--- src/rtl/sys_ctrl.sv ---
// Command sequencer between a UART byte stream, a register file and an ALU.
// Decodes write/read/ALU commands and pushes single-byte responses to the TX FIFO.
module sys_ctrl #(
    parameter int DATA_WIDTH = 8,
    parameter int ADDR_WIDTH = 4,
    parameter int FUN_WIDTH  = 4
) (
    input  logic                  CLK,
    input  logic                  RST,
    input  logic [DATA_WIDTH-1:0] RX_P_DATA,
    input  logic                  RX_D_VLD,
    input  logic [DATA_WIDTH-1:0] ALU_OUT,
    input  logic                  ALU_OUT_VLD,
    input  logic [DATA_WIDTH-1:0] RF_RD_DATA,
    input  logic                  RF_RD_DATA_VLD,
    input  logic                  TX_FULL,
    output logic                  ALU_EN,
    output logic [FUN_WIDTH-1:0]  ALU_FUN,
    output logic [ADDR_WIDTH-1:0] RF_ADDR,
    output logic                  RF_WR_EN,
    output logic                  RF_RD_EN,
    output logic [DATA_WIDTH-1:0] RF_WR_DATA,
    output logic [DATA_WIDTH-1:0] TX_P_DATA,
    output logic                  TX_D_VLD
);

    localparam logic [DATA_WIDTH-1:0] CMD_WR     = DATA_WIDTH'(8'hAA);
    localparam logic [DATA_WIDTH-1:0] CMD_RD     = DATA_WIDTH'(8'hBB);
    localparam logic [DATA_WIDTH-1:0] CMD_ALU_OP = DATA_WIDTH'(8'hCC);
    localparam logic [DATA_WIDTH-1:0] CMD_ALU    = DATA_WIDTH'(8'hDD);

    typedef enum logic [3:0] {
        IDLE, WR_ADDR, WR_DATA, RD_ADDR, RD_WAIT,
        OP_A, OP_B, FUN, ALU_WAIT, TX_SEND
    } state_t;

    state_t                state, state_nx;
    logic [ADDR_WIDTH-1:0] addr_q, addr_nx;
    logic [DATA_WIDTH-1:0] tx_byte, tx_byte_nx;

    logic                  alu_en_nx;
    logic [FUN_WIDTH-1:0]  alu_fun_nx;
    logic [ADDR_WIDTH-1:0] rf_addr_nx;
    logic                  rf_wr_en_nx;
    logic                  rf_rd_en_nx;
    logic [DATA_WIDTH-1:0] rf_wr_data_nx;
    logic [DATA_WIDTH-1:0] tx_p_data_nx;
    logic                  tx_d_vld_nx;

    always_ff @(posedge CLK or negedge RST) begin
        if (!RST) begin
            state      <= IDLE;
            addr_q     <= '0;
            tx_byte    <= '0;
            ALU_EN     <= 1'b0;
            ALU_FUN    <= '0;
            RF_ADDR    <= '0;
            RF_WR_EN   <= 1'b0;
            RF_RD_EN   <= 1'b0;
            RF_WR_DATA <= '0;
            TX_P_DATA  <= '0;
            TX_D_VLD   <= 1'b0;
        end else begin
            state      <= state_nx;
            addr_q     <= addr_nx;
            tx_byte    <= tx_byte_nx;
            ALU_EN     <= alu_en_nx;
            ALU_FUN    <= alu_fun_nx;
            RF_ADDR    <= rf_addr_nx;
            RF_WR_EN   <= rf_wr_en_nx;
            RF_RD_EN   <= rf_rd_en_nx;
            RF_WR_DATA <= rf_wr_data_nx;
            TX_P_DATA  <= tx_p_data_nx;
            TX_D_VLD   <= tx_d_vld_nx;
        end
    end

    // Outputs are registered from their *_nx values, so every strobe appears
    // the cycle after the byte or handshake that triggers it. Strobes come
    // from distinct states, which keeps them mutually exclusive by design.
    always_comb begin
        state_nx      = state;
        addr_nx       = addr_q;
        tx_byte_nx    = tx_byte;
        alu_en_nx     = 1'b0;
        alu_fun_nx    = ALU_FUN;
        rf_addr_nx    = RF_ADDR;
        rf_wr_en_nx   = 1'b0;
        rf_rd_en_nx   = 1'b0;
        rf_wr_data_nx = RF_WR_DATA;
        tx_p_data_nx  = TX_P_DATA;
        tx_d_vld_nx   = 1'b0;

        case (state)
            IDLE: begin
                if (RX_D_VLD) begin
                    case (RX_P_DATA)
                        CMD_WR:     state_nx = WR_ADDR;
                        CMD_RD:     state_nx = RD_ADDR;
                        CMD_ALU_OP: state_nx = OP_A;
                        CMD_ALU:    state_nx = FUN;
                        default:    state_nx = IDLE;
                    endcase
                end
            end
            WR_ADDR: begin
                if (RX_D_VLD) begin
                    addr_nx  = RX_P_DATA[ADDR_WIDTH-1:0];
                    state_nx = WR_DATA;
                end
            end
            WR_DATA: begin
                if (RX_D_VLD) begin
                    rf_wr_en_nx   = 1'b1;
                    rf_addr_nx    = addr_q;
                    rf_wr_data_nx = RX_P_DATA;
                    state_nx      = IDLE;
                end
            end
            RD_ADDR: begin
                if (RX_D_VLD) begin
                    rf_rd_en_nx = 1'b1;
                    rf_addr_nx  = RX_P_DATA[ADDR_WIDTH-1:0];
                    state_nx    = RD_WAIT;
                end
            end
            RD_WAIT: begin
                if (RF_RD_DATA_VLD) begin
                    tx_byte_nx = RF_RD_DATA;
                    state_nx   = TX_SEND;
                end
            end
            // Operands land in the two lowest register-file locations.
            OP_A: begin
                if (RX_D_VLD) begin
                    rf_wr_en_nx   = 1'b1;
                    rf_addr_nx    = '0;
                    rf_wr_data_nx = RX_P_DATA;
                    state_nx      = OP_B;
                end
            end
            OP_B: begin
                if (RX_D_VLD) begin
                    rf_wr_en_nx   = 1'b1;
                    rf_addr_nx    = ADDR_WIDTH'(1);
                    rf_wr_data_nx = RX_P_DATA;
                    state_nx      = FUN;
                end
            end
            FUN: begin
                if (RX_D_VLD) begin
                    alu_en_nx  = 1'b1;
                    alu_fun_nx = RX_P_DATA[FUN_WIDTH-1:0];
                    state_nx   = ALU_WAIT;
                end
            end
            ALU_WAIT: begin
                if (ALU_OUT_VLD) begin
                    tx_byte_nx = ALU_OUT;
                    state_nx   = TX_SEND;
                end
            end
            TX_SEND: begin
                if (!TX_FULL) begin
                    tx_d_vld_nx  = 1'b1;
                    tx_p_data_nx = tx_byte;
                    state_nx     = IDLE;
                end
            end
            default: state_nx = IDLE;
        endcase
    end

endmodule

--- config.mk ---
export PLATFORM = sky130hd
export DESIGN_NAME = sys_ctrl
export DESIGN_NICKNAME = d
export VERILOG_FILES = /design/src/rtl/sys_ctrl.sv
export SDC_FILE = /design/constraint.sdc
export NUM_CORES = 1
export LEC_CHECK = 0
export BUFFER_PORTS_ARGS = -buffer_cell sky130_fd_sc_hd__buf_2
export CORE_ASPECT_RATIO = 1.1
export CORE_MARGIN = 4
export CORE_UTILIZATION = 30
export CTS_CLUSTER_SIZE = 16
export DETAILED_ROUTE_END_ITERATION = 8
export PLACE_DENSITY = 0.63
export RECOVER_POWER = 100
export SLEW_MARGIN = 20
export SYNTH_ARGS = -nofsm -noshare
export SYNTH_HDL_FRONTEND = slang
export SYNTH_SLANG_ARGS = --single-unit
--- constraint.sdc ---
create_clock -name CLK -period 2.2 [get_ports CLK]
set_input_delay 0.11 -clock CLK [delete_from_list [all_inputs] [get_ports CLK]]
set_output_delay 0.11 -clock CLK [all_outputs]
set_load 0.02 [all_outputs]
=== Word-level counts from Yosys, hierarchy flattened ===
Index checks and enable logic that the tools add are counted.

* Flip-flop bits (word level): 44
* Input bits: 30
* Output and inout port bits: 28
* Logic and storage cells: 71

* Eq/ne operators: 23
* Mux-type cells: 25
* Bitwise logic cells: 1
* Reductions and logical operators: 11

{| class="wikitable"
|+ Operators with widths
! operator !! number
|-
| $mux 4 || 13
|-
| $pmux 4 s10 || 1
|-
| $eq 8x8->1 const B || 4
|-
| $ne 2x2->1 const B || 10
|-
| $eq 4x3->1 const B || 4
|-
| $mux 8 || 2
|-
| $pmux 4 s4 || 1
|-
| $pmux 8 s2 || 1
|-
| $pmux 3 s4 || 1
|-
| $reduce_and 10->1 || 1
|-
| $eq 4x2->1 const B || 2
|-
| $eq 4x4->1 const B || 2
|-
| $reduce_and 2->1 || 4
|-
| $mux 1 || 6
|-
| $reduce_and 5->1 || 1
|-
| $eq 4x1->1 const B || 1
|-
| $logic_not 4->1 || 1
|-
| $reduce_bool 4->1 || 1
|-
| $reduce_and 3->1 || 1
|-
| $reduce_or 3->1 || 1
|-
| $reduce_bool 2->1 || 1
|-
| $not 1->1 || 1
|}

=== Logic depth before layout (Yosys ltp) ===
* Depth in word-level cells: 4
* Gate-level depth with buffers: 7
* Depth with buffers taken out: 4

=== Worst setup path after synthesis ===
No wires, ideal clock.

* Kind: register -> register
* From: register state[1]
* To: register state[0]
* Library setup time: 0.125 ns
* Arrival: 1.497 ns
* Required time: 2.075 ns
* Slack: 0.578 ns
* Stages on the path, launching flop included: 7
* Clock period less this slack: 1.622 ns
* Cell sequence: dfrtp_1 buf_6 or2_0 buf_6 o22ai_2 o21a_2 mux2_4

* Word-level cells in the longest chain between the ends: 3

{| class="wikitable"
|+ RTL lines
! element !! RTL line !! RTL
|-
| start: declaration || 37 || <nowiki>state_t state, state_nx;</nowiki>
|-
| start signal: assignment || 64 || <nowiki>state <= state_nx;</nowiki>
|-
| $eq 4x4->1 (tied with other cells) || 94 || <nowiki>case (state)</nowiki>
|-
| $ne 2x2->1 (no line) || -- ||
|-
| $reduce_and 10->1 (no line) || -- ||
|}

Several ways; a longest one is shown, not always the timed one.
A chain may end at the register's enable or synchronous reset.

=== Worst setup path in the final report ===
Same ends and word-level chain as after synthesis.

==> flow_summary.json <==
{
  "tightest_slew_ps": 1410,
  "final-instance-count-excl-fill": 324,
  "syn_area_per_cell_sq_um": 12.2,
  "final.period_utilization": 0.897,
  "drv_slew": 0,
  "cts_root_buf": "clkbuf_8",
  "grt_pass1_vias": 1657,
  "core_area_sq_mm": 0.00701,
  "wirelength_um": 4660,
  "setup_viol": 0,
  "p_leak_nw": 1.09,
  "intPower_mw": 1.88,
  "min_path_type": "primary input to flop",
  "swShare": 0.382,
  "nets": 268,
  "startpoint": "state[1]$_DFFE_PN0P_",
  "port-buffer-count": 57,
  "startpoint_type": "flop",
  "p_comb_frac": 0.388,
  "fin_ws_ps": 227,
  "synth_edf_count": 0,
  "reg2reg_from": "state[1]$_DFFE_PN0P_",
  "rsz0062_at_grt": "no",
  "fmax_ghz": 0.507,
  "synthArstFlopShare": 1.00,
  "max_slew_margin": 0.0615,
  "ys.flop_type": "dfrtp_1",
  "clock_latency_ps": 290,
  "drtAntennaViolNets": 0,
  "first_iter_violations": 140,
  "r2r_end": "state[0]$_DFFE_PN0P_",
  "post-place-cells": 315,
  "grt_pass1_wl_um": 7790,
  "cts_setup_buffers": 0,
  "clock_skew_ps": 6.70,
  "power_density_mw_per_mm2": 1200,
  "yosys_warnings": 0,
  "ys_types": 47,
  "run_status": "completed",
  "arrival_ps": 2150,
  "layout_common_cells": "dfrtp_1 (44), clkbuf_1 (33), buf_2 (28)",
  "fp-row-count": 32,
  "grt_usage": 0.115,
  "cts-buffers-inserted": 5,
  "design_area_sq_mm": 0.00255,
  "dieArea_sq_mm": 0.00861,
  "htreeDepth": 2,
  "required_ps": 2380,
  "place_worst_setup_slack_ps": 348,
  "cts_tree": "yes",
  "drv_cap": 0,
  "rrSetupSlack_ps": 230,
  "syn_inst": 177,
  "rr_worst_depth": 5,
  "io_pins": 58,
  "p_seq_frac": 0.445,
  "overflow": 0,
  "dp_hpwl_um": 3540,
  "period_minus_slack_ps": 1970,
  "fp.dieH_um": 96.9,
  "ctsLongestPathBuffers": 2,
  "multi_input_comb_area_sq_um": 935,
  "grt_max_degree": 27,
  "wl_per_cell_um": 14.4,
  "chipWidth_um": 88.8,
  "yosysSeqAreaShare": 0.511,
  "pwr-share-clk": 0.167,
  "post_dp_cell_area_sq_mm": 0.00251,
  "final_common_cell": "dfrtp_1",
  "clock_sinks": 44,
  "gp_congestion": 0.796,
  "via_per_inst": 4.76,
  "n_antenna_cell": 0,
  "p_switching_mw": 1.16,
  "synth_fp_nets": 207,
  "peakVddDrop_v": 0.000456,
  "first_pass_iters": 4,
  "synthToLayoutAreaGrowth_pct": 18.2,
  "ys_seq_elements": 44,
  "antenna_found_initial": 0,
  "fin_tns_setup_ps": 0,
  "start_util": 0.308,
  "crit_end": "state[0]$_DFFE_PN0P_",
  "path_clk_slew_ps": 80,
  "finalHoldViolCount": 0,
  "num_vias": 1543,
  "drc": 0,
  "synth_area_sq_mm": 0.00216,
  "nFillCells": 705,
  "end_kind": "flop",
  "worstSetupPathType": "flop to flop",
  "regArea_sq_mm": 0.00110,
  "drive_gt1_frac": 0.301,
  "path_max_fanout": 13
}
## state kept, by name, summed over array words and instances, names as in the netlist
signal      cells
RF_WR_DATA      8
TX_P_DATA       8
tx_byte         8
ALU_FUN         4
RF_ADDR         4
addr_q          4
state           4
ALU_EN          1
RF_RD_EN        1
RF_WR_EN        1
TX_D_VLD        1
## area by class of cell
type                            count  area share
Sequential cell                    44       0.432
Timing Repair Buffer               65       0.116
Clock buffer                        8      0.0354
Inverter                            5     0.00737
Tap cell                           85      0.0417
Multi-Input combinational cell    117       0.367
## cells by family (layout without fill, tap and decap cells)
kind of cell	Yosys count	count (layout)	synth area share
xor+xnor	2	2	0.00813
buf+inv	16	78	0.0517
simple gates	45	45	0.140
flops	44	44	0.511
compound gates	37	37	0.120
mux	33	33	0.169
## critical path, cell delays in order, from the launching register on
cell and delay [ps]:
dfrtp_1 530, clkbuf_1 230, or2_0 270, o22ai_1 300, o21a_2 230, mux2_4 300
## power by group through the flow
stage          Combinational [mW]  Clock (mW)  Sequential [mW]
5_1_grt                      1.29       0.573             1.40
3_5_place_dp                 1.27           0             1.37
2_1_floorplan               0.726           0             1.54
4_1_cts                      1.28       0.536             1.35
3_3_place_gp                 1.25           0             1.36
6_report                     1.18       0.507             1.36
## repair_timing
item	4_1_cts	5_1_grt
hold endpoints to repair	24	0
hold buffers	1	0
resized for setup	0	0
## cell usage after synthesis (2+ instances only)
cell	number	area [sq um]
buf_2	2	10.0
nand2_1	9	33.8
nor2_1	13	48.8
a2bb2oi_1	2	17.5
a32o_1	3	30.0
mux2i_1	8	80.1
nor2b_1	2	12.5
inv_1	5	18.8
mux2_2	22	248
o21ai_0	7	35.0
buf_6	4	45.0
nand3b_1	3	22.5
nand2b_1	3	18.8
nor4bb_1	2	20.0
dfrtp_1	44	1100
a21oi_1	12	60.1
mux2_1	2	22.5
buf_4	5	37.5
## stage by stage
stage / power, mW / utilization / hold slack (ps)
6_report: 3.04 / 0.364 / 75.0
5_1_grt: 3.27 / 0.364 / 62.7
4_1_cts: 3.17 / 0.372 / 68.8
3_5_place_dp: 2.64 / 0.358 / 157
3_3_place_gp: 2.61 / 0.358 / 148
2_1_floorplan: 2.27 / - / -186
## how the worst min path moves through the flow
stage / endpoint / cells past startpoint / startpoint / slack (ps)
floorplan: ALU_EN$_DFF_PN0_ / 0 / RST / -190
global placement: TX_D_VLD$_DFF_PN0_ / 1 / RST / 150
detailed placement: TX_D_VLD$_DFF_PN0_ / 1 / RST / 160
CTS: RF_WR_DATA[7]$_DFFE_PN0P_ / 2 / RX_P_DATA[7] / 70
global route: RF_WR_DATA[7]$_DFFE_PN0P_ / 2 / RX_P_DATA[7] / 60
finish: RF_WR_DATA[7]$_DFFE_PN0P_ / 2 / RX_P_DATA[7] / 80
## per-layer routing
metal  routed length (um)  up-vias  part of all wire  track usage
met5                    0        -                 0            0
met4                   76        0             0.016       0.0442
met3                   83        6             0.018       0.0230
met2                 2490       19              0.53        0.194
met1                 2010      763              0.43        0.142
li1                     -      755                 -            -
Power figures use the tool's default switching activity.
